### src/rtl/alu_pkg.sv
// Shared op-code encodings, flag bit positions and occupancy states for the ALU result pipe.
package alu_pkg;

    localparam logic [2:0] OP_NOP   = 3'd0;
    localparam logic [2:0] OP_ADD   = 3'd1;
    localparam logic [2:0] OP_SUB   = 3'd2;
    localparam logic [2:0] OP_AND   = 3'd3;
    localparam logic [2:0] OP_OR    = 3'd4;
    localparam logic [2:0] OP_XOR   = 3'd5;
    localparam logic [2:0] OP_SLT   = 3'd6;
    localparam logic [2:0] OP_SHIFT = 3'd7;

    localparam int unsigned FLAG_N = 3;
    localparam int unsigned FLAG_Z = 2;
    localparam int unsigned FLAG_C = 1;
    localparam int unsigned FLAG_V = 0;

    typedef enum logic [1:0] {
        StEmpty,
        StOne,
        StFull
    } occ_e;

    // Ops whose retire overwrites all four architectural flags.
    function automatic logic writes_cv(input logic [2:0] op);
        return (op == OP_ADD) || (op == OP_SUB) || (op == OP_SLT) || (op == OP_SHIFT);
    endfunction

    // Ops whose retire updates N and Z; only NOP leaves the flags untouched.
    function automatic logic writes_nz(input logic [2:0] op);
        return (op != OP_NOP);
    endfunction

endpackage

### src/rtl/alu_result_sel.sv
// Combinational result multiplexer and {N,Z,C,V} flag generation for one ALU operation.
module alu_result_sel
    import alu_pkg::*;
#(
    parameter int unsigned WIDTH       = 32,
    parameter bit          SLT_OVF_FIX = 1'b1
) (
    input  logic [2:0]       control,
    input  logic [WIDTH-1:0] adder_result,
    input  logic [WIDTH-1:0] and_result,
    input  logic [WIDTH-1:0] or_result,
    input  logic [WIDTH-1:0] xor_result,
    input  logic [WIDTH-1:0] shift_result,
    input  logic             adder_c,
    input  logic             adder_v,
    input  logic             shift_c,
    input  logic             shift_v,
    output logic [WIDTH-1:0] result,
    output logic [3:0]       flags
);

    logic lt;
    logic carry;
    logic ovf;

    // Signed less-than: the sign bit alone is wrong when the subtraction overflowed.
    always_comb begin
        if (SLT_OVF_FIX) begin
            lt = adder_result[WIDTH-1] ^ adder_v;
        end else begin
            lt = adder_result[WIDTH-1];
        end
    end

    always_comb begin
        result = '0;
        carry  = 1'b0;
        ovf    = 1'b0;
        case (control)
            OP_NOP: begin
                result = '0;
            end
            OP_ADD, OP_SUB: begin
                result = adder_result;
                carry  = adder_c;
                ovf    = adder_v;
            end
            OP_AND: begin
                result = and_result;
            end
            OP_OR: begin
                result = or_result;
            end
            OP_XOR: begin
                result = xor_result;
            end
            OP_SLT: begin
                result = {{(WIDTH-1){1'b0}}, lt};
                carry  = adder_c;
                ovf    = adder_v;
            end
            OP_SHIFT: begin
                result = shift_result;
                carry  = shift_c;
                ovf    = shift_v;
            end
            default: begin
                result = '0;
            end
        endcase
    end

    always_comb begin
        flags         = 4'b0000;
        flags[FLAG_N] = result[WIDTH-1];
        flags[FLAG_Z] = (result == '0);
        flags[FLAG_C] = carry;
        flags[FLAG_V] = ovf;
    end

endmodule

### src/rtl/alu_result_pipe.sv
// Two-entry skid-buffered ALU result stage with architectural flag register and sticky overflow.
module alu_result_pipe
    import alu_pkg::*;
#(
    parameter int unsigned WIDTH       = 32,
    parameter bit          SLT_OVF_FIX = 1'b1
) (
    input  logic             clk,
    input  logic             rst_n,
    input  logic             in_valid,
    output logic             in_ready,
    input  logic [2:0]       control,
    input  logic [WIDTH-1:0] adder_result,
    input  logic [WIDTH-1:0] and_result,
    input  logic [WIDTH-1:0] or_result,
    input  logic [WIDTH-1:0] xor_result,
    input  logic [WIDTH-1:0] shift_result,
    input  logic             adder_c,
    input  logic             adder_v,
    input  logic             shift_c,
    input  logic             shift_v,
    output logic             out_valid,
    input  logic             out_ready,
    output logic [WIDTH-1:0] bus_out,
    output logic [3:0]       out_flags,
    output logic [3:0]       flags_q,
    output logic             sticky_v,
    input  logic             clr_sticky
);

    logic [WIDTH-1:0] new_result;
    logic [3:0]       new_flags;

    occ_e             state_q, state_d;
    logic [WIDTH-1:0] out_data_q, out_data_d;
    logic [3:0]       out_flags_q, out_flags_d;
    logic [2:0]       out_op_q, out_op_d;
    logic [WIDTH-1:0] skid_data_q, skid_data_d;
    logic [3:0]       skid_flags_q, skid_flags_d;
    logic [2:0]       skid_op_q, skid_op_d;
    logic [3:0]       arch_flags_q, arch_flags_d;
    logic             sticky_q, sticky_d;

    logic accept;
    logic take;

    alu_result_sel #(
        .WIDTH       (WIDTH),
        .SLT_OVF_FIX (SLT_OVF_FIX)
    ) u_sel (
        .control      (control),
        .adder_result (adder_result),
        .and_result   (and_result),
        .or_result    (or_result),
        .xor_result   (xor_result),
        .shift_result (shift_result),
        .adder_c      (adder_c),
        .adder_v      (adder_v),
        .shift_c      (shift_c),
        .shift_v      (shift_v),
        .result       (new_result),
        .flags        (new_flags)
    );

    // in_ready decodes the registered state only, so out_ready never reaches it.
    assign in_ready  = (state_q != StFull);
    assign out_valid = (state_q != StEmpty);
    assign bus_out   = out_data_q;
    assign out_flags = out_flags_q;
    assign flags_q   = arch_flags_q;
    assign sticky_v  = sticky_q;

    assign accept = in_valid && in_ready;
    assign take   = out_valid && out_ready;

    always_comb begin
        state_d      = state_q;
        out_data_d   = out_data_q;
        out_flags_d  = out_flags_q;
        out_op_d     = out_op_q;
        skid_data_d  = skid_data_q;
        skid_flags_d = skid_flags_q;
        skid_op_d    = skid_op_q;
        case (state_q)
            StEmpty: begin
                if (accept) begin
                    state_d     = StOne;
                    out_data_d  = new_result;
                    out_flags_d = new_flags;
                    out_op_d    = control;
                end
            end
            StOne: begin
                if (accept && !take) begin
                    state_d      = StFull;
                    skid_data_d  = new_result;
                    skid_flags_d = new_flags;
                    skid_op_d    = control;
                end else if (accept && take) begin
                    out_data_d  = new_result;
                    out_flags_d = new_flags;
                    out_op_d    = control;
                end else if (take) begin
                    state_d = StEmpty;
                end
            end
            StFull: begin
                if (take) begin
                    state_d     = StOne;
                    out_data_d  = skid_data_q;
                    out_flags_d = skid_flags_q;
                    out_op_d    = skid_op_q;
                end
            end
            default: begin
                state_d = StEmpty;
            end
        endcase
    end

    // Architectural flags and sticky overflow only move when a result retires.
    always_comb begin
        arch_flags_d = arch_flags_q;
        sticky_d     = sticky_q;
        if (take) begin
            if (writes_cv(out_op_q)) begin
                arch_flags_d = out_flags_q;
            end else if (writes_nz(out_op_q)) begin
                arch_flags_d[FLAG_N] = out_flags_q[FLAG_N];
                arch_flags_d[FLAG_Z] = out_flags_q[FLAG_Z];
            end
        end
        if (take && out_flags_q[FLAG_V]) begin
            sticky_d = 1'b1;
        end else if (clr_sticky) begin
            sticky_d = 1'b0;
        end
    end

    always_ff @(posedge clk or negedge rst_n) begin
        if (!rst_n) begin
            state_q      <= StEmpty;
            out_data_q   <= '0;
            out_flags_q  <= 4'b0000;
            out_op_q     <= OP_NOP;
            skid_data_q  <= '0;
            skid_flags_q <= 4'b0000;
            skid_op_q    <= OP_NOP;
            arch_flags_q <= 4'b0000;
            sticky_q     <= 1'b0;
        end else begin
            state_q      <= state_d;
            out_data_q   <= out_data_d;
            out_flags_q  <= out_flags_d;
            out_op_q     <= out_op_d;
            skid_data_q  <= skid_data_d;
            skid_flags_q <= skid_flags_d;
            skid_op_q    <= skid_op_d;
            arch_flags_q <= arch_flags_d;
            sticky_q     <= sticky_d;
        end
    end

endmodule

### config.mk
export PLATFORM = sky130hd
export DESIGN_NAME = alu_result_pipe
export DESIGN_NICKNAME = d
export VERILOG_FILES = /design/src/rtl/alu_pkg.sv /design/src/rtl/alu_result_sel.sv /design/src/rtl/alu_result_pipe.sv
export SDC_FILE = /design/constraint.sdc
export NUM_CORES = 1
export LEC_CHECK = 0
export BUFFER_PORTS_ARGS = -buffer_cell sky130_fd_sc_hd__buf_2
export CORE_ASPECT_RATIO = 0.9
export CORE_MARGIN = 3
export CORE_UTILIZATION = 45
export CTS_BUF_LIST = sky130_fd_sc_hd__clkbuf_8
export DETAILED_ROUTE_END_ITERATION = 10
export PLACE_DENSITY = 0.8
export SYNTH_ARGS = -nofsm -noshare
export SYNTH_HDL_FRONTEND = slang
export SYNTH_SLANG_ARGS = --single-unit
export TNS_END_PERCENT = 50
### constraint.sdc
create_clock -name clk -period 4.5 [get_ports clk]
set_input_delay 0 -clock clk [delete_from_list [all_inputs] [get_ports clk]]
set_output_delay 0 -clock clk [all_outputs]
set_load 0.1 [all_outputs]
==> results of run 1 <==
## final timing paths
kind	to	slack (ns)	cells after the start
setup / recovery	skid_flags_q[2]$_DFFE_PN0P_	2.06	8
hold / removal	state_q[0]$_DFFE_PN0P_	0.03	3
setup reg to reg	out_flags[2]$_DFFE_PN0P_	2.09	7
hold reg to reg	bus_out[7]$_DFFE_PN0P_	0.48	2
max in group asynchronous	bus_out[21]$_DFFE_PN0P_	3.46	2
min in group asynchronous	flags_q[0]$_DFFE_PN0P_	0.38	2
## cell usage after synthesis (9+ instances only)
master	number	area (µm²)
clkbuf_1	27	101
a221oi_1	13	114
a22oi_1	21	158
mux2i_1	17	170
nand2b_1	9	56.3
nor2b_1	25	156
a21oi_1	34	170
buf_2	14	70.1
a22o_1	15	131
nand2_1	128	480
nand3_1	20	100
a21o_1	9	67.6
o21ai_0	106	531
o21a_1	9	67.6
nor2_1	26	97.6
dfrtp_1	83	2080
## through the flow
stage | worst slack, ns | utilization, % | cell area, µm²
final | 2.06 | 57.5 | 6650
after global routing | 1.88 | 57.5 | 6650
after CTS | 2.10 | 57.5 | 6650
after detailed placement | 1.77 | 55.6 | 6430
after global placement | 1.82 | 55.6 | 6430
after floorplan | 2.05 | - | 5400
## worst min-delay path: cells and delay by family
family                 cells  cell delay (ns)
AOI/OAI and AO/OA          2             0.22
buffers and inverters      1             0.11
## per-layer routing
layer / vias to the layer above / track usage, %
met1: 2685 / 35.9
met4: 0 / 8.16
met2: 274 / 44.9
met5: - / 0
met3: 32 / 5.25
li1: 2709 / -
## what timing repair did
item / CTS / global route
gates resized for setup: 0 / 0
hold endpoints to repair: 84 / 0
hold buffers: 2 / 0
## cells by family (layout without fill, tap and decap cells)
logic type,Yosys count,after routing,share of synthesized area [%]
DFF,83,83,38.5
AOI/OAI and AO/OA,238,238,27.4
and+or+nand+nor,240,240,20.8
muxes,34,34,7.26
xor gates and xnor gates,2,2,0.325
buffers and inverters,59,242,5.75
## state kept, by name (all words and copies together), names as in the netlist
register      count
state_q           2
skid_flags_q      4
skid_op_q         3
flags_q           4
bus_out          32
out_flags         3
out_op_q          3
skid_data_q      31
sticky_v          1
## cell type report
cell class	count	area [µm²]
clock inverters	7	76.3
clock buffers	9	124
inverters	3	11.3
well taps	156	195
repair buffers	223	1150
fillers	1134	4920
flip-flops and latches	83	2080
multi-input cells	514	3020
## power breakdown
part	internal, µW	switching, µW
clock	260	279
sequential	1090	187
combinational	448	1900
total	1800	2360
==> results.md, run 1 <==
* Status: finished clean
* Delay-heaviest family, CP: simple AND/OR/NAND/NOR gates
* Vias in the first global route at 5,246
* Seq cells post-synth at 83
* RR Startpoint: state_q[1]$_DFFE_PN0P_
* Setup TNS at 0 ns
* Max frequency at 410 MHz
* Yosys Warn Count at 0
* Async SR Flop Fraction at 100%
* RSZ-0062 raised after global routing: no
* Fin. max-slew vios at 0
* CP startpoint: control[0]
* CP cell instances: buf_2 > nor2b_1 > a221oi_1 > a21oi_1 > a21oi_1 > nand3_1 > or4_1 > o21ai_1
* CTS HTree Levels at 3
* Design Power at 4170 µW
* Drt initial violations at 563
* Worst EP required at 4.77 ns
* Later-pin clock latency in the skew report at 0.36 ns
* Largest net degree at the start of global routing at 84
* Worst-margin pin slew at 1.10 ns
* Buf/Inv on CP at 1
* Leading cell type in the layout, fill and taps excluded: buf_2
* CTS sink cnt at 83
* GP Congestion at 0.944
* Post-synthesis area per instance at 8.22 µm²
* Root buffer cell: clkbuf_8
* Clk buf depth at 2
* PwrDens at 626 mW/mm²
* Final hold viol count at 0
* Port buffer count at 214
* First-pass GRT wire length at 27.7 mm
* Number of flops mapped to enable cells by yosys at 0
* Overall Global Routing Usage at 27.0%
* Met2 routed WL at 8.85 mm
* Crit path top cell by count: a21oi_1
* Detailed Routing Iterations Pass 1 at 5
* Arrival time at the worst endpoint at 2.71 ns
* Die Area at 0.0133 mm²
* Post-synthesis sequential area ratio at 38.5%
* DRC viols at 0
* Core ar. at 0.0116 mm²
* Worst Hold Launch: in_valid
* Max transition margin at 26.3%
* Predominant post-synthesis flop cell: dfrtp_1
* ANT nets after route at 0
* Top sig layer: met4
* Die X at 121 µm
* CTS clock-pin slew for the worst setup and hold paths at 0.08 ns
* Placed cells at 977
* Fin crit share at 54.2%
* Routed wl met3 at 1.41 mm
* Routed via count at 5,700
* Max Cap Viol at 0
* Rows at 37
* P&R area growth vs syn at 23.3%
* Post-layout net count at 1,006
* Slowest stage delay, CP at 0.76 ns
* Hpwl dp at 14.3 mm
* Crit path launch type: input port
* Initial antenna violation count at 0
* DRT met1 WL at 7.56 mm
* Setup CP Type: input port to register
* Fin crit period at 2.44 ns
* Hold WS at 0.0310 ns
* Vias per cell at 5.73
* Max FO, Critical Path at 49
* Post-synthesis cell area at 0.00540 mm²
* CP max-delay cell: buf_2
* Wire length per cell at 18.4 µm
* Ant. Diodes at 0
* Routed WL at 18.3 mm
* Height of the die at 110 µm
* Synth cell types at 52
* Postcts setup bufs at 0
* CP endpoint kind: register
* Top-Level Pins at 215
* Most frequent cells in the layout: 213 x buf_2, 127 x nand2_1, 106 x o21ai_0
* Leakage at 0.00324 µW
* Post-route insts no fill at 995
* Share of layout cells above drive strength 1 at 31.1%
* Setup-failing EPs final at 0
* Maximum vdd drop at 305 µV
* Post-Synthesis Cells at 656
* Initial Util at 46.6%
* Syn nets at 828
* TritonCTS Buffers at 9
* Hold Path Class: input port to register
* CTS tree: built
* Setup Skew at 0.0149 ns
* Total gr overflow at 0
Power figures use the tool's default switching activity.
==> run 2: changes to the inputs <==
--- a/config.mk
+++ b/config.mk
@@ -11,7 +11,7 @@
 export CORE_UTILIZATION = 45
 export CTS_BUF_LIST = sky130_fd_sc_hd__clkbuf_8
 export DETAILED_ROUTE_END_ITERATION = 10
-export PLACE_DENSITY = 0.8
+export PLACE_DENSITY = 0.83
 export SYNTH_ARGS = -nofsm -noshare
 export SYNTH_HDL_FRONTEND = slang
 export SYNTH_SLANG_ARGS = --single-unit
==> constraint.sdc (replaced) <==
create_clock -name clk -period 2.2 [get_ports clk]
set_input_delay 0 -clock clk [delete_from_list [all_inputs] [get_ports clk]]
set_output_delay 0 -clock clk [all_outputs]
set_load 0.1 [all_outputs]
==> results.md, run 2 (synthesis gave the netlist of run 1 again) <==
* RSZ-0062 raised after global routing: no
* Die X at 121 µm
* Routed via count at 5,815
* Internal power at 3900 µW
* CTS-repair resized insts at 0
* Wire length per cell at 17.7 µm
* Post-layout net count at 1,032
* Initial Util at 46.6%
* Rows at 37
* Sequential Area at 0.00208 mm²
* Fin. max-slew vios at 0
* Design Power at 8790 µW
* Fin crit share at 81.9%
* CTS tree: built
* Max transition margin at 34.5%
* Die Area at 0.0133 mm²
* Fill cells at 1,072
* Max FO, Critical Path at 15
* Flop pwr share at 29.8%
* CP endpoint kind: register
* PwrDens at 1260 mW/mm²
* Maximum vdd drop at 663 µV
* Buf/Inv on CP at 1
* Setup-failing EPs final at 0
* Logic gate share of total power at 55.7%
* Vias per cell at 5.69
* CTS sink cnt at 83
* Placed cells at 1,002
* Port buffer count at 214
* Share of layout cells above drive strength 1 at 33.2%
* Clk buf depth at 2
* Switching share of power at 55.6%
* CTS HTree Levels at 3
* Setup TNS at 0 ns
* Status: finished clean
* GP Congestion at 0.954
* CP max-delay cell: or4_1
* Psw at 4890 µW
* Hold Path Class: input port to register
* Setup CP Type: input port to register
* Height of the die at 110 µm
* Slowest stage delay, CP at 0.54 ns
* P&R area growth vs syn at 29.1%
* Delay-heaviest family, CP: simple AND/OR/NAND/NOR gates
* Max FFs per register at 32
* Postcts setup bufs at 0
* CP cell instances: buf_2 > nor2b_1 > o21ai_0 > nand3_1 > nor3_2 > nand4_1 > or4_1 > o21ai_1
* Max frequency at 555 MHz
* Leakage at 0.00341 µW
* ANT nets after route at 0
* Later-pin clock latency in the skew report at 0.35 ns
* Overall Global Routing Usage at 27.2%
* Worst EP required at 2.48 ns
* Vias in the first global route at 5,596
* Crit path launch type: input port
* Total gr overflow at 0
* Max Cap Viol at 0
* CTS clock-pin slew for the worst setup and hold paths at 0.10 ns
* DRC viols at 0
* TritonCTS Buffers at 9
* Area of the multi-input gates at 0.00302 mm²
* Core ar. at 0.0116 mm²
* Final hold viol count at 0
* Leading cell type in the layout, fill and taps excluded: buf_2
* Top-Level Pins at 215
* Most frequent cells in the layout: 212 x buf_2, 127 x nand2_1, 106 x o21ai_0
* Clock power share at 14.5%
* Root buffer cell: clkbuf_8
* Arrival time at the worst endpoint at 2.08 ns
* Hold WS at 0.0309 ns
* Initial antenna violation count at 1
* Post-route insts no fill at 1,022
* Fin crit period at 1.80 ns
* Drt initial violations at 440
* Hpwl dp at 14.7 mm
* Largest net degree at the start of global routing at 49
* Final core occ at 60.2%
* First-pass GRT wire length at 28.4 mm
* Worst-margin pin slew at 0.980 ns
* Detailed Routing Iterations Pass 1 at 6
* Routed WL at 18.1 mm
* Setup Skew at 0.0106 ns
==> run 2: worst paths after layout <==
| kind | from | to | slack [ns] | depth (start not counted) |
|---|---|---|---|---|
| min reg2reg | bus_out[0]$_DFFE_PN0P_ | bus_out[0]$_DFFE_PN0P_ | 0.48 | 2 |
| min in group asynchronous | rst_n | bus_out[11]$_DFFE_PN0P_ | 0.20 | 2 |
| max reg2reg | state_q[0]$_DFFE_PN0P_ | bus_out[3]$_DFFE_PN0P_ | 0.51 | 5 |
| max | control[1] | out_flags[2]$_DFFE_PN0P_ | 0.40 | 8 |
| max in group asynchronous | rst_n | bus_out[24]$_DFFE_PN0P_ | 1.39 | 3 |
| min | adder_c | skid_flags_q[1]$_DFFE_PN0P_ | 0.03 | 3 |
==> run 2: power by group through the flow <==
| stage | Combinational, µW | Sequential, µW | Clock, µW |
|---|---|---|---|
| after global routing | 5210 | 2710 | 1380 |
| after detailed placement | 4910 | 2650 | 0 |
| after global placement | 4860 | 2610 | 0 |
| after floorplan | 1360 | 5100 | 0 |
| after CTS | 4930 | 2620 | 1290 |
| final | 4900 | 2620 | 1280 |
==> run 2: layout make-up <==
class	instances	share of cell area (%)
antenna	1	0.0359
clock buffer	9	1.78
clock inverter	7	1.56
inverter	3	0.162
multi-input combinational	514	43.4
sequential	83	29.8
tap	156	2.80
timing repair buffer	249	20.4
==> run 2: layer usage <==
metal	global-route usage [%]	wire, µm
met5	0	0
met4	9.04	595
met1	35.6	7570
met2	45.7	8540
met3	5.35	1430
==> run 2: tightest hold or removal path, cell delays in order <==
cell and delay (ns):
buf_2 0.09, a22oi_1 0.10, o21ai_0 0.16
==> run 2: repair_timing <==
| item | 4_1_cts | 5_1_grt |
|---|---|---|
| endpoints found under the setup margin | 0 | 0 |
| hold endpoints to repair | 49 | 0 |
| hold buffers | 3 | 0 |
==> run 2: per-stage QoR <==
step / cell area [µm²] / setup WS, ns
finish: 6960 / 0.399
global route: 6960 / 0.297
CTS: 6960 / 0.473
detailed placement: 6700 / 0.118
global placement: 6700 / 0.179
floorplan: 5400 / 0.231
==> run 3: changes to the inputs <==
--- a/config.mk
+++ b/config.mk
@@ -5,13 +5,14 @@
 export SDC_FILE = /design/constraint.sdc
 export NUM_CORES = 1
 export LEC_CHECK = 0
+export ABC_AREA = 1
 export BUFFER_PORTS_ARGS = -buffer_cell sky130_fd_sc_hd__buf_2
 export CORE_ASPECT_RATIO = 0.9
 export CORE_MARGIN = 3
 export CORE_UTILIZATION = 45
 export CTS_BUF_LIST = sky130_fd_sc_hd__clkbuf_8
 export DETAILED_ROUTE_END_ITERATION = 10
-export PLACE_DENSITY = 0.83
+export PLACE_DENSITY = 0.82
 export SYNTH_ARGS = -nofsm -noshare
 export SYNTH_HDL_FRONTEND = slang
 export SYNTH_SLANG_ARGS = --single-unit
==> constraint.sdc (replaced) <==
create_clock -name clk -period 1.7 [get_ports clk]
set_input_delay 0 -clock clk [delete_from_list [all_inputs] [get_ports clk]]
set_output_delay 0 -clock clk [all_outputs]
set_load 0.1 [all_outputs]
==> results.md, run 3 <==
* Area share of the largest cell type after synthesis at 42.3%
* GP Congestion at 0.891
* Status: finished clean
* Leading cell type in the layout, fill and taps excluded: buf_2
* Post-synthesis cell area at 0.00491 mm²
* Post-Synthesis Cells at 712
* Area of the multi-input gates at 0.00252 mm²
* Postcts setup bufs at 0
* Crit path launch type: register
* PwrDens at 1730 mW/mm²
* Post-layout net count at 1,105
* Top-Level Pins at 215
* Fill cells at 949
* Maximum vdd drop at 577 µV
* Core ar. at 0.0104 mm²
* P&R area growth vs syn at 35.5%
* Buf/Inv on CP at 5
* First-pass GRT wire length at 26.4 mm
* Drt initial violations at 465
* Setup CP Type: register to primary output
* Final core occ at 63.8%
* FF-to-FF setup slack at 0.26 ns
* Fin crit period at 1.54 ns
* Predominant post-synthesis flop cell: dfrtp_1
* Max FO, Critical Path at 15
* CP startpoint: state_q[1]$_DFFE_PN0P_
* Root buffer cell: clkbuf_8
* Slowest stage delay, CP at 0.41 ns
* CTS clock-pin slew for the worst setup and hold paths at 0.08 ns
* CP endpoint kind: primary output
* Die X at 116 µm
* Vias in the first global route at 5,164
* Arrival time at the worst endpoint at 1.54 ns
* Syn nets at 884
* Synth top cells by count: 194 x nand2_1, 90 x o21ai_0, 88 x nor2_1, 83 x dfrtp_1, 71 x nand3_1
* Later-pin clock latency in the skew report at 0.35 ns
* Fin. max-slew vios at 0
* Worst EP required at 1.70 ns
* CTS tree: built
* Largest net degree at the start of global routing at 78
* Setup-failing EPs final at 0
* Yosys Warn Count at 0
* Overall Global Routing Usage at 27.6%
* DRC viols at 0
* Routed WL at 17.0 mm
* Max FFs per register at 32
* Detailed Routing Iterations Pass 1 at 7
* Port buffer count at 214
* Fin crit share at 90.6%
* Max transition margin at 55.8%
* Most frequent cell after synthesis: nand2_1
* Post-synthesis area per instance at 6.90 µm²
* Ranking of synthesized cells by area: dfrtp_1 42%, nand2_1 15%, o21ai_0 9.2%, nand3_1 7.2%, nand4_1 7.0%
* ANT nets after route at 0
* Worst reg-to-reg path cell count at 8
* Seq cells post-synth at 83
* CTS HTree Levels at 3
* Synth area leader: dfrtp_1
* CTS sink cnt at 83
* Clk buf depth at 2
* RR Startpoint: state_q[0]$_DFFE_PN0P_
* Leakage at 0.00354 µW
* Async SR Flop Fraction at 100%
* Die Area at 0.0122 mm²
* CP cell instances: inv_1 > nor2_4 > inv_1 > buf_4 > buf_4 > buf_12
* Max frequency at 649 MHz
* Pre-CTS setup slack at -0.354 ns
* Vias per cell at 5.42
* Wire length per cell at 15.9 µm
* Setup Skew at 0.00576 ns
* Post-synthesis sequential area ratio at 42.3%
* Worst-margin pin slew at 0.661 ns
* Worst r2r dst: out_flags[2]$_DFFE_PN0P_
* CP max-delay cell: dfrtp_1
* Final Worst Setup Slack at 0.160 ns
* Height of the die at 105 µm
* RSZ-0062 raised after global routing: no
* Share of layout cells above drive strength 1 at 30.3%
* Hpwl dp at 12.8 mm
* TritonCTS Buffers at 9
* Max Cap Viol at 0
* Most frequent cells in the layout: 212 x buf_2, 194 x nand2_1, 90 x o21ai_0
* Initial Util at 47.1%
* Rows at 35
* Synth cell types at 23
* Hold Path Class: input port to async pin
* Final hold viol count at 0
* Delay-heaviest family, CP: buffers and inverters
* Routed via count at 5,790
* Design Power at 11,500 µW
* Total gr overflow at 0
* Number of flops mapped to enable cells by yosys at 0
* Initial antenna violation count at 1
* Sequential Area at 0.00208 mm²
==> run 3: where the power goes <==
part           switching (µW)  total (µW)  internal, µW
clock                     699        1510           812
combinational            5300        6580          1280
sequential                494        3390          2900
total                    6500       11500          4990
==> run 3: cell families after synthesis <==
group / share of synthesized area [%]
muxes: 0.229
AOI/OAI and AO/OA: 14.0
buffers and inverters: 6.93
and+or+nand+nor: 36.5
DFF: 42.3
==> run 3: stage by stage <==
step	hold WS [ns]	instances	TNS (ns)	cell area, µm²
after global placement	-0.149	1046	-3.11	6360
after floorplan	-0.296	712	0	4910
final	0.0185	1068	0	6650
after global routing	0.0173	1068	0	6650
after detailed placement	-0.150	1046	-4.25	6360
after CTS	0.0116	1067	0	6620
==> run 3: layout make-up <==
class	instances	share of cell area (%)
multi-input combinational	548	37.8
sequential	83	31.2
timing repair buffer	263	23.8
tap	129	2.43
clock buffer	9	1.86
inverter	28	1.58
clock inverter	7	1.28
antenna	1	0.0376
==> run 3: worst max-delay path by stage <==
stage | cells past startpoint | slack, ns | end
after floorplan | 6 | 0.02 | out_flags[0]$_DFFE_PN0P_
after global placement | 16 | -0.33 | out_flags[2]$_DFFE_PN0P_
after detailed placement | 16 | -0.35 | out_flags[2]$_DFFE_PN0P_
after CTS | 16 | 0.008 | out_flags[2]$_DFFE_PN0P_
after global routing | 15 | 0.006 | out_flags[2]$_DFFE_PN0P_
final | 6 | 0.16 | in_ready
==> run 3: what timing repair did <==
action                                  4_1_cts  5_1_grt
hold buffers                                  5        0
resized for setup                             0        9
endpoints found under the setup margin        0       13
hold endpoints to repair                     87        0
==> run 3: metal layers <==
metal | part of all wire [%] | up-vias | GRT usage (%)
met1 | 44 | 2600 | 41.0
met3 | 8.4 | 31 | 3.59
li1 | - | 2841 | -
met2 | 45 | 318 | 41.2
met4 | 2.2 | 0 | 9.20
met5 | 0 | - | 0
